**config.mk**
```make
export PLATFORM = sky130hd
export DESIGN_NAME = mem_arbiter_flat
export DESIGN_NICKNAME = d
export VERILOG_FILES = /design/src/rtl/ctrl_pkg.sv /design/src/rtl/mem_arbiter_if.sv /design/src/rtl/arb_burst_cnt.sv /design/src/rtl/mem_arbiter.sv /design/src/flat_wrapper.sv
export SDC_FILE = /design/constraint.sdc
export NUM_CORES = 1
export LEC_CHECK = 0
export ABC_AREA = 1
export BUFFER_PORTS_ARGS = -buffer_cell sky130_fd_sc_hd__buf_2
export CAP_MARGIN = 20
export CELL_PAD_IN_SITES_DETAIL_PLACEMENT = 1
export CELL_PAD_IN_SITES_GLOBAL_PLACEMENT = 1
export CORE_MARGIN = 1.5
export CORE_UTILIZATION = 32
export DETAILED_ROUTE_END_ITERATION = 10
export GPL_TIMING_DRIVEN = 0
export PLACE_DENSITY = 0.9
export SYNTH_ARGS = -nofsm -noshare
export SYNTH_HDL_FRONTEND = slang
export SYNTH_SLANG_ARGS = --single-unit
```
**constraint.sdc**
```tcl
create_clock -name clk -period 2.21 [get_ports clk]
set_clock_uncertainty 0.05 [all_clocks]
set_input_delay 0.221 -clock clk [delete_from_list [all_inputs] [get_ports clk]]
set_output_delay 0.221 -clock clk [all_outputs]
set_load 0.01 [all_outputs]
```
**src/rtl/ctrl_pkg.sv**
```systemverilog
// Shared types and helpers for the memory-port arbiter: FSM states, grant
// decision record and beat-size helpers.
package ctrl_pkg;

  typedef enum logic [1:0] {
    IDLE   = 2'd0,
    IF_ACC = 2'd1,
    DM_ACC = 2'd2
  } arb_state_t;

  typedef struct packed {
    logic if_win;
    logic dm_win;
  } arb_grant_t;

  localparam int MEM_DATA_W = 32;
  localparam int BEAT_BYTES = MEM_DATA_W / 8;

  function automatic int beat_bytes(input int data_w);
    return data_w / 8;
  endfunction

  // DM is the older instruction and normally wins; an owed IF overrides it once.
  function automatic arb_grant_t arbitrate(input logic if_req,
                                           input logic dm_req,
                                           input logic if_owed);
    arb_grant_t g;
    g.dm_win = dm_req & ~(if_owed & if_req);
    g.if_win = if_req & ~g.dm_win;
    return g;
  endfunction

endpackage

```
**src/rtl/mem_arbiter_if.sv**
```systemverilog
// Bundle of fetch, data-access and memory-port signals around mem_arbiter.
// slave = the arbiter itself, master = the surrounding pipeline/memory.
interface mem_arbiter_if #(
  parameter int ADDR_W = 32,
  parameter int DATA_W = 32,
  parameter int LEN_W  = 4
);
  logic              i_if_req;
  logic [ADDR_W-1:0] i_if_addr;
  logic              o_if_gnt;
  logic              o_if_valid;
  logic [DATA_W-1:0] o_if_rdata;
  logic              o_stall_if;

  logic              i_dm_req;
  logic              i_dm_we;
  logic [ADDR_W-1:0] i_dm_addr;
  logic [LEN_W-1:0]  i_dm_len;
  logic [DATA_W-1:0] i_dm_wdata;
  logic              o_dm_gnt;
  logic              o_dm_wnext;
  logic              o_dm_valid;
  logic [DATA_W-1:0] o_dm_rdata;
  logic              o_dm_done;

  logic              o_mem_en;
  logic              o_mem_we;
  logic [ADDR_W-1:0] o_mem_addr;
  logic [DATA_W-1:0] o_mem_wdata;
  logic [DATA_W-1:0] i_mem_rdata;
  logic              i_mem_ready;

  modport slave (
    input  i_if_req, i_if_addr,
    output o_if_gnt, o_if_valid, o_if_rdata, o_stall_if,
    input  i_dm_req, i_dm_we, i_dm_addr, i_dm_len, i_dm_wdata,
    output o_dm_gnt, o_dm_wnext, o_dm_valid, o_dm_rdata, o_dm_done,
    output o_mem_en, o_mem_we, o_mem_addr, o_mem_wdata,
    input  i_mem_rdata, i_mem_ready
  );

  modport master (
    output i_if_req, i_if_addr,
    input  o_if_gnt, o_if_valid, o_if_rdata, o_stall_if,
    output i_dm_req, i_dm_we, i_dm_addr, i_dm_len, i_dm_wdata,
    input  o_dm_gnt, o_dm_wnext, o_dm_valid, o_dm_rdata, o_dm_done,
    input  o_mem_en, o_mem_we, o_mem_addr, o_mem_wdata,
    output i_mem_rdata, i_mem_ready
  );
endinterface

```
**src/rtl/arb_burst_cnt.sv**
```systemverilog
// Burst address/beat tracker: loads a start address and beat count, steps
// both on every completed beat and flags the final beat.
module arb_burst_cnt
  import ctrl_pkg::*;
#(
  parameter int ADDR_W = 32,
  parameter int LEN_W  = 4,
  parameter int STEP   = BEAT_BYTES
) (
  input  logic              clk,
  input  logic              rst,
  input  logic              load,
  input  logic [ADDR_W-1:0] load_addr,
  input  logic [LEN_W-1:0]  load_len,
  input  logic              advance,
  output logic [ADDR_W-1:0] addr,
  output logic              last
);

  logic [ADDR_W-1:0] addr_reg;
  logic [LEN_W-1:0]  cnt_reg;

  // A load coincides with the final advance on back-to-back grants; load wins.
  always_ff @(posedge clk or negedge rst) begin
    if (!rst) begin
      addr_reg <= '0;
      cnt_reg  <= '0;
    end else if (load) begin
      addr_reg <= load_addr;
      cnt_reg  <= (load_len == '0) ? LEN_W'(1) : load_len;
    end else if (advance) begin
      addr_reg <= addr_reg + ADDR_W'(STEP);
      if (cnt_reg != '0) begin
        cnt_reg <= cnt_reg - LEN_W'(1);
      end
    end
  end

  assign addr = addr_reg;
  assign last = (cnt_reg == LEN_W'(1));

endmodule

```
**src/rtl/mem_arbiter.sv**
```systemverilog
// Single memory port shared between instruction fetch and MEM-stage data
// bursts; DM has priority, with a one-shot fairness token for a starved IF.
module mem_arbiter
  import ctrl_pkg::*;
#(
  parameter int ADDR_W = 32,
  parameter int DATA_W = 32,
  parameter int LEN_W  = 4
) (
  input  logic          clk,
  input  logic          rst,
  mem_arbiter_if.slave  bus
);

  arb_state_t state_reg, state_next;
  logic       if_owed_reg, if_owed_next;
  logic       we_reg, we_next;

  logic              if_valid_reg;
  logic [DATA_W-1:0] if_rdata_reg;
  logic              dm_valid_reg;
  logic [DATA_W-1:0] dm_rdata_reg;
  logic              dm_done_reg;

  logic              mem_en;
  logic              beat_done;
  logic              cnt_last;
  logic              last_beat;
  logic              arb_cycle;
  arb_grant_t        grant;
  logic              if_gnt;
  logic              dm_gnt;
  logic              load;
  logic [ADDR_W-1:0] load_addr;
  logic [LEN_W-1:0]  load_len;
  logic [ADDR_W-1:0] cnt_addr;

  assign mem_en    = (state_reg != IDLE);
  assign beat_done = mem_en & bus.i_mem_ready;
  assign last_beat = beat_done & cnt_last;
  assign arb_cycle = (state_reg == IDLE) | last_beat;
  assign grant     = arbitrate(bus.i_if_req, bus.i_dm_req, if_owed_reg);

  // Grants are combinational from requests, so mask them while reset is held.
  assign if_gnt = rst & arb_cycle & grant.if_win;
  assign dm_gnt = rst & arb_cycle & grant.dm_win;

  always_comb begin
    state_next   = state_reg;
    we_next      = we_reg;
    if_owed_next = if_owed_reg;
    load         = 1'b0;
    load_addr    = '0;
    load_len     = '0;

    if (arb_cycle) begin
      if (dm_gnt) begin
        state_next = DM_ACC;
        we_next    = bus.i_dm_we;
        load       = 1'b1;
        load_addr  = bus.i_dm_addr;
        load_len   = bus.i_dm_len;
      end else if (if_gnt) begin
        state_next = IF_ACC;
        we_next    = 1'b0;
        load       = 1'b1;
        load_addr  = bus.i_if_addr;
        load_len   = LEN_W'(1);
      end else begin
        state_next = IDLE;
        we_next    = 1'b0;
      end
    end

    if (if_gnt) begin
      if_owed_next = 1'b0;
    end else if ((state_reg == DM_ACC) && last_beat && bus.i_if_req) begin
      if_owed_next = 1'b1;
    end
  end

  always_ff @(posedge clk or negedge rst) begin
    if (!rst) begin
      state_reg   <= IDLE;
      if_owed_reg <= 1'b0;
      we_reg      <= 1'b0;
    end else begin
      state_reg   <= state_next;
      if_owed_reg <= if_owed_next;
      we_reg      <= we_next;
    end
  end

  // Read data and completion pulses appear the cycle after the beat completes.
  always_ff @(posedge clk or negedge rst) begin
    if (!rst) begin
      if_valid_reg <= 1'b0;
      if_rdata_reg <= '0;
      dm_valid_reg <= 1'b0;
      dm_rdata_reg <= '0;
      dm_done_reg  <= 1'b0;
    end else begin
      if_valid_reg <= (state_reg == IF_ACC) & beat_done;
      dm_valid_reg <= (state_reg == DM_ACC) & beat_done & ~we_reg;
      dm_done_reg  <= (state_reg == DM_ACC) & last_beat;
      if ((state_reg == IF_ACC) && beat_done) begin
        if_rdata_reg <= bus.i_mem_rdata;
      end
      if ((state_reg == DM_ACC) && beat_done && !we_reg) begin
        dm_rdata_reg <= bus.i_mem_rdata;
      end
    end
  end

  arb_burst_cnt #(
    .ADDR_W (ADDR_W),
    .LEN_W  (LEN_W),
    .STEP   (beat_bytes(DATA_W))
  ) u_burst_cnt (
    .clk       (clk),
    .rst       (rst),
    .load      (load),
    .load_addr (load_addr),
    .load_len  (load_len),
    .advance   (beat_done),
    .addr      (cnt_addr),
    .last      (cnt_last)
  );

  assign bus.o_if_gnt    = if_gnt;
  assign bus.o_if_valid  = if_valid_reg;
  assign bus.o_if_rdata  = if_rdata_reg;
  assign bus.o_stall_if  = rst & bus.i_if_req & ((state_reg != IF_ACC) | ~beat_done);

  assign bus.o_dm_gnt    = dm_gnt;
  assign bus.o_dm_wnext  = (state_reg == DM_ACC) & we_reg & beat_done & ~cnt_last;
  assign bus.o_dm_valid  = dm_valid_reg;
  assign bus.o_dm_rdata  = dm_rdata_reg;
  assign bus.o_dm_done   = dm_done_reg;

  assign bus.o_mem_en    = mem_en;
  assign bus.o_mem_we    = (state_reg == DM_ACC) & we_reg;
  assign bus.o_mem_addr  = cnt_addr;
  assign bus.o_mem_wdata = bus.i_dm_wdata;

endmodule

```
**src/flat_wrapper.sv**
```systemverilog
// flat-port wrapper written by rule: the top's interface ports become plain ports
module mem_arbiter_flat import ctrl_pkg::*;
#(
  parameter int ADDR_W = 32,
  parameter int DATA_W = 32,
  parameter int LEN_W  = 4
)
  (clk, rst, bus_i_if_req, bus_i_if_addr, bus_o_if_gnt, bus_o_if_valid, bus_o_if_rdata, bus_o_stall_if, bus_i_dm_req, bus_i_dm_we, bus_i_dm_addr, bus_i_dm_len, bus_i_dm_wdata, bus_o_dm_gnt, bus_o_dm_wnext, bus_o_dm_valid, bus_o_dm_rdata, bus_o_dm_done, bus_o_mem_en, bus_o_mem_we, bus_o_mem_addr, bus_o_mem_wdata, bus_i_mem_rdata, bus_i_mem_ready);
  mem_arbiter_if #(.ADDR_W(ADDR_W), .DATA_W(DATA_W), .LEN_W(LEN_W)) bus_i ();
  input  logic clk;
  input  logic rst;
  input wire logic [$bits(bus_i.i_if_req)-1:0] bus_i_if_req;
  input wire logic [$bits(bus_i.i_if_addr)-1:0] bus_i_if_addr;
  output wire logic [$bits(bus_i.o_if_gnt)-1:0] bus_o_if_gnt;
  output wire logic [$bits(bus_i.o_if_valid)-1:0] bus_o_if_valid;
  output wire logic [$bits(bus_i.o_if_rdata)-1:0] bus_o_if_rdata;
  output wire logic [$bits(bus_i.o_stall_if)-1:0] bus_o_stall_if;
  input wire logic [$bits(bus_i.i_dm_req)-1:0] bus_i_dm_req;
  input wire logic [$bits(bus_i.i_dm_we)-1:0] bus_i_dm_we;
  input wire logic [$bits(bus_i.i_dm_addr)-1:0] bus_i_dm_addr;
  input wire logic [$bits(bus_i.i_dm_len)-1:0] bus_i_dm_len;
  input wire logic [$bits(bus_i.i_dm_wdata)-1:0] bus_i_dm_wdata;
  output wire logic [$bits(bus_i.o_dm_gnt)-1:0] bus_o_dm_gnt;
  output wire logic [$bits(bus_i.o_dm_wnext)-1:0] bus_o_dm_wnext;
  output wire logic [$bits(bus_i.o_dm_valid)-1:0] bus_o_dm_valid;
  output wire logic [$bits(bus_i.o_dm_rdata)-1:0] bus_o_dm_rdata;
  output wire logic [$bits(bus_i.o_dm_done)-1:0] bus_o_dm_done;
  output wire logic [$bits(bus_i.o_mem_en)-1:0] bus_o_mem_en;
  output wire logic [$bits(bus_i.o_mem_we)-1:0] bus_o_mem_we;
  output wire logic [$bits(bus_i.o_mem_addr)-1:0] bus_o_mem_addr;
  output wire logic [$bits(bus_i.o_mem_wdata)-1:0] bus_o_mem_wdata;
  input wire logic [$bits(bus_i.i_mem_rdata)-1:0] bus_i_mem_rdata;
  input wire logic [$bits(bus_i.i_mem_ready)-1:0] bus_i_mem_ready;
  assign bus_i.i_if_req = bus_i_if_req;
  assign bus_i.i_if_addr = bus_i_if_addr;
  assign bus_o_if_gnt = bus_i.o_if_gnt;
  assign bus_o_if_valid = bus_i.o_if_valid;
  assign bus_o_if_rdata = bus_i.o_if_rdata;
  assign bus_o_stall_if = bus_i.o_stall_if;
  assign bus_i.i_dm_req = bus_i_dm_req;
  assign bus_i.i_dm_we = bus_i_dm_we;
  assign bus_i.i_dm_addr = bus_i_dm_addr;
  assign bus_i.i_dm_len = bus_i_dm_len;
  assign bus_i.i_dm_wdata = bus_i_dm_wdata;
  assign bus_o_dm_gnt = bus_i.o_dm_gnt;
  assign bus_o_dm_wnext = bus_i.o_dm_wnext;
  assign bus_o_dm_valid = bus_i.o_dm_valid;
  assign bus_o_dm_rdata = bus_i.o_dm_rdata;
  assign bus_o_dm_done = bus_i.o_dm_done;
  assign bus_o_mem_en = bus_i.o_mem_en;
  assign bus_o_mem_we = bus_i.o_mem_we;
  assign bus_o_mem_addr = bus_i.o_mem_addr;
  assign bus_o_mem_wdata = bus_i.o_mem_wdata;
  assign bus_i.i_mem_rdata = bus_i_mem_rdata;
  assign bus_i.i_mem_ready = bus_i_mem_ready;
  mem_arbiter #(.ADDR_W(ADDR_W), .DATA_W(DATA_W), .LEN_W(LEN_W)) u_core (.clk(clk), .rst(rst), .bus(bus_i));
endmodule
```
# [Word-level counts from Yosys, hierarchy flattened]
# Index checks and enable logic that the tools add are counted.
[totals] word_cells=74 out_inout_bits=137 register_bits=107
[classes] eq_ne=4 addsub=2 n_bitwise=24 mux=20 reduce_logical=14
[op_table] cell="$mux 32" count=5
[op_table] cell="$add 32x3->32 const B" count=1
[op_table] cell="$mux 4" count=6
[op_table] cell="$and 1x1->1" count=17
[op_table] cell="$mux 1" count=8
[op_table] cell="$reduce_bool 2->1" count=4
[op_table] cell="$logic_and 1x1->1" count=5
[op_table] cell="$not 1->1" count=5
[op_table] cell="$eq 4x1->1 const B" count=1
[op_table] cell="$logic_not 4->1" count=1
[op_table] cell="$reduce_bool 4->1" count=1
[op_table] cell="$sub 4x1->4 const B" count=1
[op_table] cell="$eq 2x1->1 const B" count=1
[op_table] cell="$eq 2x2->1 const B" count=1
[op_table] cell="$logic_not 2->1" count=1
[op_table] cell="$mux 2" count=1
[op_table] cell="$ne 2x1->1 const B" count=1
[op_table] cell="$or 1x1->1" count=2
[op_table] cell="$reduce_and 2->1" count=1
[op_table] cell="$logic_not 1->1" count=1

# [Depth between registers and ports, before layout]
# Gate-level depths: netlist (run 1).
[depth] depth_word=12 mapped_depth=11 mapped_depth_nobuf=11

# [Cells and area by module]
# Synthesis (run 1) repeated with hierarchy kept, for this count alone.
[hier_totals] hier_cells=787 hier_area_um2=5955.7
[modules_own_cells] module="mem_arbiter" instances=1 area_per_inst_um2=3499.6 cells_each=434
[modules_own_cells] module="arb_burst_cnt" instances=1 area_per_inst_um2=2456.1 cells_each=353

# [Worst setup path before layout (run 1)]
# No wires, ideal clock.
[synth_timing] kind="reg-to-reg" from="reg u_core.u_burst_cnt.addr_reg[3], in the netlist u_core.u_burst_cnt.addr[3]" to="reg u_core.u_burst_cnt.addr_reg[18], in the netlist u_core.u_burst_cnt.addr[18]" period_less_slack_ps=1648 path_slack_ps=562 t_required_ps=2083 path_stages_with_launch=9 arrival_time_ps=1521 n_path_buf=0 setup_time_ps=77 cell_sequence="dfrtp_1 > ha_1 > nand2_1 > nor2_1 > nand2_1 > nor2_1 > xor2_1 > nand2_1 > a21oi_1"
[synth_via] elab_chain_cells=3
[synth_lines] item="start: declaration" line_no="arb_burst_cnt.sv:20" text="logic [ADDR_W-1:0] addr_reg;"
[synth_lines] item="start signal: assignment" line_no="arb_burst_cnt.sv:29" text="addr_reg <= load_addr;"
[synth_lines] item="start signal: assignment" line_no="arb_burst_cnt.sv:32" text="addr_reg <= addr_reg + ADDR_W'(STEP);"
[synth_lines] item="$add 32x3->32" line_no="arb_burst_cnt.sv:32"
[synth_lines] item="$mux 32" line_no="arb_burst_cnt.sv:31" text="end else if (advance) begin"
[synth_lines] item="$mux 32" line_no="arb_burst_cnt.sv:28" text="end else if (load) begin"
# Every way passes these cells. The select of a mux whose other input is x is not followed.
# A chain may end at the register's enable or synchronous reset.

# [Final worst setup path (run 1)]
[layout_timing] from="reg u_core.u_burst_cnt.cnt_reg[2]" to="out bus_o_if_gnt"
[layout_via] elab_chain_cells=5
[layout_lines] item="start: declaration" line_no="arb_burst_cnt.sv:21" text="logic [LEN_W-1:0] cnt_reg;"
[layout_lines] item="start signal: assignment" line_no="arb_burst_cnt.sv:30" text="cnt_reg <= (load_len == '0) ? LEN_W'(1) : load_len;"
[layout_lines] item="start signal: assignment" line_no="arb_burst_cnt.sv:34" text="cnt_reg <= cnt_reg - LEN_W'(1);"
[layout_lines] item="$eq 4x1->1" line_no="arb_burst_cnt.sv:40" text="assign last = (cnt_reg == LEN_W'(1));"
[layout_lines] item="$and 1x1->1" line_no="mem_arbiter.sv:40" text="assign last_beat = beat_done & cnt_last;"
[layout_lines] item="$or 1x1->1" line_no="mem_arbiter.sv:41" text="assign arb_cycle = (state_reg == IDLE) | last_beat;"
[layout_lines] item="$and 1x1->1 (2 in a row)" line_no="mem_arbiter.sv:45" text="assign if_gnt = rst & arb_cycle & grant.if_win;"
[layout_lines] item="end: declaration" line_no="flat_wrapper.sv:14" text="output wire logic [$bits(bus_i.o_if_gnt)-1:0] bus_o_if_gnt;"
# Every way passes these cells.

==> results of run 1 <==
per-stage QoR:
step,power (mW),hold WS [ns],worst slack (ns),util,cells
2_1_floorplan,5.65,-0.125,0.562,-,825
3_3_place_gp,7.26,0.376,-1.91,0.410,1296
3_5_place_dp,7.48,0.174,-0.339,0.412,1297
4_1_cts,9.17,0.0212,0.00368,0.432,1317
5_1_grt,9.87,0.0344,-0.0359,0.434,1319
6_report,9.13,0.0263,0.0570,0.434,1320
power groups by stage:
stage	Sequential [mW]	Combinational [mW]	Clock, mW
after CTS	3.60	3.92	1.65
final	3.61	3.90	1.62
after detailed placement	3.62	3.86	0
after global placement	3.59	3.68	0
after global routing	3.74	4.40	1.73
after floorplan	3.84	1.81	0
worst max path at each step:
stage                                  startpoint                     endpoint  slack (ns)  cells past startpoint
global placement                              rst                 bus_o_if_gnt       -1.91                      7
CTS                 u_core.u_burst_cnt.cnt_reg[1]                 bus_o_if_gnt       0.004                      8
finish              u_core.u_burst_cnt.cnt_reg[2]                 bus_o_if_gnt        0.06                      7
floorplan              u_core.u_burst_cnt.addr[3]  u_core.u_burst_cnt.addr[18]        0.56                      8
detailed placement                            rst  u_core.u_burst_cnt.addr[29]       -0.34                      9
global route        u_core.u_burst_cnt.cnt_reg[0]  u_core.u_burst_cnt.addr[27]       -0.04                      9
cells by family (layout without fill, tap and decap cells):
family                   count (synthesis)  after routing
buffers and inverters                  155            420
XOR/XNOR                                12             12
AO/OA/AOI/OAI                          105            105
AND/OR/NAND/NOR                        442            442
adder cells (fa/ha/maj)                  4              4
other                                    0              1
flip-flops                             107            107
critical path: stages (launching register included):
cell and delay [ns]:
dfrtp_1 0.42, nor2_1 0.22, nand2_1 0.18, o21bai_4 0.21, nand2_4 0.11, inv_8 0.11, buf_6 0.14, buf_2 0.13
per-layer routing:
layer	vias to the layer above	wire length, µm	GRT usage
met5	-	47	0
met4	8	322	0.0565
met3	30	1770	0.0742
met2	231	11000	0.415
met1	3078	8360	0.254
li1	3068	-	-
synth_stat cells (all sizes together):
library cell / count
dfrtp: 107
a21oi: 17
nand3: 64
o311ai: 1
nor4: 1
a31oi: 2
inv: 94
clkbuf: 14
buf: 47
nand3b: 1
xor2: 8
o211ai: 1
o21bai: 1
nor3b: 1
o21ai: 82
nand4: 4
nand2: 284
xnor2: 4
o31ai: 1
ha: 4
nor2: 82
nor3: 5
final cells by class:
cell class / count / area (µm²) / area share
buffer: 61 / 395 / 0.0505
antenna: 1 / 2.50 / 0.000320
inverter: 94 / 363 / 0.0463
clock inverter: 6 / 56.3 / 0.00719
clock buffer: 10 / 229 / 0.0292
multi-input combinational: 563 / 2510 / 0.320
tap: 229 / 287 / 0.0366
timing repair buffer: 249 / 1310 / 0.168
sequential: 107 / 2680 / 0.342
repair_timing:
| action | 4_1_cts | 5_1_grt |
|---|---|---|
| pin swaps | 1 | 1 |
| hold buffers | 2 | 0 |
| buffers inserted | 2 | 2 |
| endpoints found under the setup margin | 3 | 36 |
| resized for setup | 6 | 12 |
| hold endpoints to repair | 51 | 0 |
==> flow_summary.json, run 1 <==
{
  "post-route-period-util": 0.974,
  "r2r_cells": 9,
  "maxSlewViolCount": 0,
  "timing_worst_setup_path_type": "reg -> out",
  "dieArea_um2": 19300,
  "htree_levels": 3,
  "cp-start-kind": "register",
  "yosys_warnings": 0,
  "synth_compound_area_frac": 0.0940,
  "slew_headroom": 0.658,
  "drcViolationCount": 0,
  "synth.top_cell.area_share": 0.454,
  "worst_slew_pin_slew_ns": 0.512,
  "status": "completed",
  "finalWirelength_um": 21500,
  "netlist_area_um2": 5900,
  "syn_nets": 967,
  "max_freq_mhz": 464,
  "antenna_left": 0,
  "crit_fanout": 10,
  "cts.sinks": 107,
  "placed_cell_area_um2": 7430,
  "synthMuxAreaShare": 0,
  "p_seq_frac": 0.396,
  "synth_top_cell_by_area": "dfrtp_1",
  "finalCriticalPeriod_ns": 2.15,
  "cts.path.max_buffers": 2,
  "syn_avg_cell_area_um2": 7.15,
  "crit_path_end_kind": "primary output",
  "hp-class": "in -> reg",
  "dieWidth_um": 139,
  "synthCells": 825,
  "finalInstanceArea_um2": 7830,
  "area_growth_pct": 32.8,
  "yosysSeqAreaShare": 0.454,
  "reg2reg_slack_ns": 0.09,
  "clock_latency_ns": 0.36,
  "powerDensity_nw_per_um2": 1170,
  "start_util": 0.327,
  "worstReg2RegEnd": "u_core.u_burst_cnt.addr[30]",
  "grt_pass1_vias": 6760,
  "yosys.area_share.simple": 0.301,
  "core.rowCount": 49,
  "combinationalPowerShare": 0.427,
  "ios": 275,
  "cts_tree": "done",
  "synthXorXnorAreaFrac": 0.0178,
  "power_leakage_nw": 4.37,
  "cts-root-buf": "clkbuf_16",
  "setup_viol": 0,
  "port_buffers": 242,
  "via_per_inst": 4.86,
  "totalNegativeSetupSlack_ns": 0,
  "vias": 6415,
  "gp_congestion": 0.870,
  "synthAdderAreaFrac": 0.00849,
  "path_clk_slew_ns": 0.07,
  "p_clk_frac": 0.177,
  "layout-drive-gt1-share": 0.301,
  "fillers": 2348,
  "yosys_register_bits": 107,
  "dp_hpwl_um": 17100,
  "intPower_mw": 5.14,
  "min_from": "bus_i_if_addr[1]",
  "swShare": 0.436,
  "cts_buffers": 9,
  "worstReg2RegStart": "u_core.u_burst_cnt.cnt_reg[0]",
  "ys_top_cells_by_area": "dfrtp_1, nand2_1, o21ai_0, inv_1, nand3_1",
  "overflow": 0,
  "final_cell_mix": "nand2_1, buf_2, dfrtp_1, inv_1, o21ai_0",
  "drv_cap": 0,
  "whs_path_depth": 3,
  "synth.distinct_cells": 28,
  "track_usage": 0.227,
  "hold_path_end": "u_core.u_burst_cnt.addr[1]",
  "vdd_ir_drop_max_mv": 0.615,
  "die_y_um": 139,
  "hold_viol_final": 0,
  "cp_data_arrival_time_ns": 1.88,
  "first_iter_violations": 195,
  "core_um2": 18000,
  "p_switching_mw": 3.98,
  "layout_commonest_cell": "nand2_1",
  "grt_max_degree": 57,
  "cp_data_required_time_ns": 1.94,
  "layout.nets": 1227,
  "wl_per_cell_um": 16.3,
  "first_pass_iters": 4,
  "grt_antenna_before_repair": 5,
  "synth_top_family_by_area": "simple AND/OR/NAND/NOR gates",
  "grt_first_pass_wirelength_um": 34900
}
No activity file was read; power rests on OpenSTA's default activity.
==> run 2: changes to the inputs <==
- ABC_AREA: 1 -> 0
- CORE_UTILIZATION: 32 -> 33
- RECOVER_POWER: unset -> 100
==> flow_summary.json, run 2 <==
{
  "post-route-period-util": 0.962,
  "slew_headroom": 0.450,
  "yosysSeqAreaShare": 0.493,
  "dp_slack_ns": -0.730,
  "yosys_warnings": 0,
  "first_pass_iters": 4,
  "ys_top_cells_by_area": "dfrtp_1, nand2_1, mux2_2, buf_4, a22oi_1",
  "max_freq_mhz": 470,
  "cp_data_arrival_time_ns": 2.31,
  "post_layout_nonfiller_instances": 1035,
  "timing_worst_setup_path_type": "reg -> reg",
  "first_iter_violations": 264,
  "final_cell_mix": "clkbuf_1, nand2_1, buf_2, dfrtp_1, buf_4",
  "grt_use_met1": 0.280,
  "finalCriticalPeriod_ns": 2.13,
  "path_clk_slew_ns": 0.07,
  "grt_antenna_before_repair": 2,
  "layout_commonest_cell": "clkbuf_1",
  "antenna_left": 0,
  "syn_nets": 696,
  "power.total_mw": 9.35,
  "crit_path_end_kind": "register",
  "core.rowCount": 46,
  "maxSlewViolCount": 0,
  "synth.top_cell.area_share": 0.493,
  "worst_slew_pin_slew_ns": 0.826,
  "wl_per_cell_um": 19.9,
  "port_buffers": 240,
  "synth_top_cell_by_area": "dfrtp_1",
  "clock_latency_ns": 0.35,
  "gp_congestion": 0.859,
  "fillers": 1981,
  "synth.distinct_cells": 61,
  "finalWirelength_um": 20600,
  "crit_fanout": 10,
  "power_leakage_nw": 3.29,
  "htree_levels": 3,
  "grt_first_pass_wirelength_um": 32300,
  "synthTopCellsByCount": "nand2_1, dfrtp_1, buf_4",
  "area_growth_pct": 33.3,
  "cp_data_required_time_ns": 2.39,
  "ios": 275,
  "syn_avg_cell_area_um2": 9.81,
  "ys.flop_type": "dfrtp_1",
  "grt_max_degree": 82,
  "cts_tree": "done",
  "via_per_inst": 5.25,
  "dieArea_um2": 17200,
  "violations": "negative hold slack",
  "cp-start-kind": "register",
  "antenna_cells": 0,
  "synthCells": 554,
  "status": "complete, but fails checks",
  "layout-drive-gt1-share": 0.291,
  "setup_viol": 0,
  "vdd_ir_drop_max_mv": 0.481,
  "cts.path.max_buffers": 2,
  "gr-usage-met2": 0.433,
  "dieWidth_um": 131,
  "grt_pass1_vias": 5750,
  "cts.sinks": 107,
  "layout.nets": 957,
  "met3_usage": 0.0540,
  "grt_most_used_layer": "met2",
  "overflow": 0,
  "drv_cap": 0,
  "die_y_um": 131,
  "postCtsHoldBufs": 3,
  "cts-root-buf": "clkbuf_16",
  "cts_buffers": 9,
  "finalInstanceArea_um2": 7250,
  "async_reset_ff_frac": 1.00,
  "netlist_area_um2": 5440,
  "yosys_register_bits": 107,
  "track_usage": 0.238,
  "timing.hold.ws_ns": -0.182,
  "drcViolationCount": 0,
  "vias": 5433,
  "placed_cell_area_um2": 6940,
  "yosysMostFrequentCell": "nand2_1",
  "powerDensity_nw_per_um2": 1290,
  "hold_viol_final": 77,
  "start_util": 0.340,
  "synth-edff-count": 0,
  "dp_hpwl_um": 15600,
  "setup_slack_ns": 0.0833,
  "dp_cells": 1011,
  "core_um2": 16000,
  "hp-class": "in -> async"
}
run 2: area by class of cell:
class	count	area [µm²]	area share
flip-flops and latches	107	2680	0.370
multi-input cells	374	2400	0.332
repair buffers	251	1150	0.159
plain buffers	59	392	0.0540
well taps	216	270	0.0373
clock buffers	9	225	0.0311
clock inverters	6	73.8	0.0102
inverters	13	51.3	0.00708
run 2: timing repair:
action	in CTS	in global routing
pin swaps	3	2
resized for setup	23	8
buffers inserted	5	2
endpoints found under the hold margin	30	77
endpoints found under the setup margin	42	11
run 2: worst paths after layout:
check                           cells after the start                           to  slack (ns)                           from
worst max-delay path                                7   u_core.u_burst_cnt.addr[6]        0.08  u_core.u_burst_cnt.cnt_reg[0]
worst min-delay path                                2  u_core.u_burst_cnt.addr[12]       -0.18                            rst
worst max register to register                      7   u_core.u_burst_cnt.addr[6]        0.08  u_core.u_burst_cnt.cnt_reg[0]
worst min register to register                      2    u_core.bus.o_if_rdata[20]        0.43      u_core.bus.o_if_rdata[20]
max in group asynchronous                           4  u_core.u_burst_cnt.addr[19]        0.75                            rst
min in group clk                                    3     u_core.bus.o_if_rdata[6]        0.02             bus_i_mem_rdata[6]
run 2: critical path: stages, from the launching register on:
cell and delay, ns:
dfrtp_1 0.47, ha_4 0.19, nand4bb_4 0.17, a21o_1 0.24
buf_2 0.20, clkbuf_2 0.29, a221oi_1 0.31, nor3_1 0.09
run 2: report_power, final:
part           switching (mW)  internal, mW
combinational            2.40          1.57
sequential              0.845          2.87
clock                   0.779         0.888
total                    4.02          5.32
run 2: metrics by stage:
stage | setup TNS [ns] | utilization
finish | 0 | 0.453
global route | -0.0176 | 0.453
CTS | 0 | 0.463
detailed placement | -16.72 | 0.434
global placement | -133.83 | 0.432
floorplan | 0 | -
run 2: cells by family after synthesis:
group	share of synthesized area
simple gates	0.180
compound gates	0.170
flops	0.493
buf+inv	0.0764
mux	0.0681
fa+ha+maj	0.00921
xor+xnor	0.00322
run 2: per-layer routing:
layer / up-vias / routed length (µm)
li1: 2485 / -
met1: 2678 / 8230
met2: 242 / 10600
met3: 24 / 1410
met4: 4 / 386
met5: - / 26
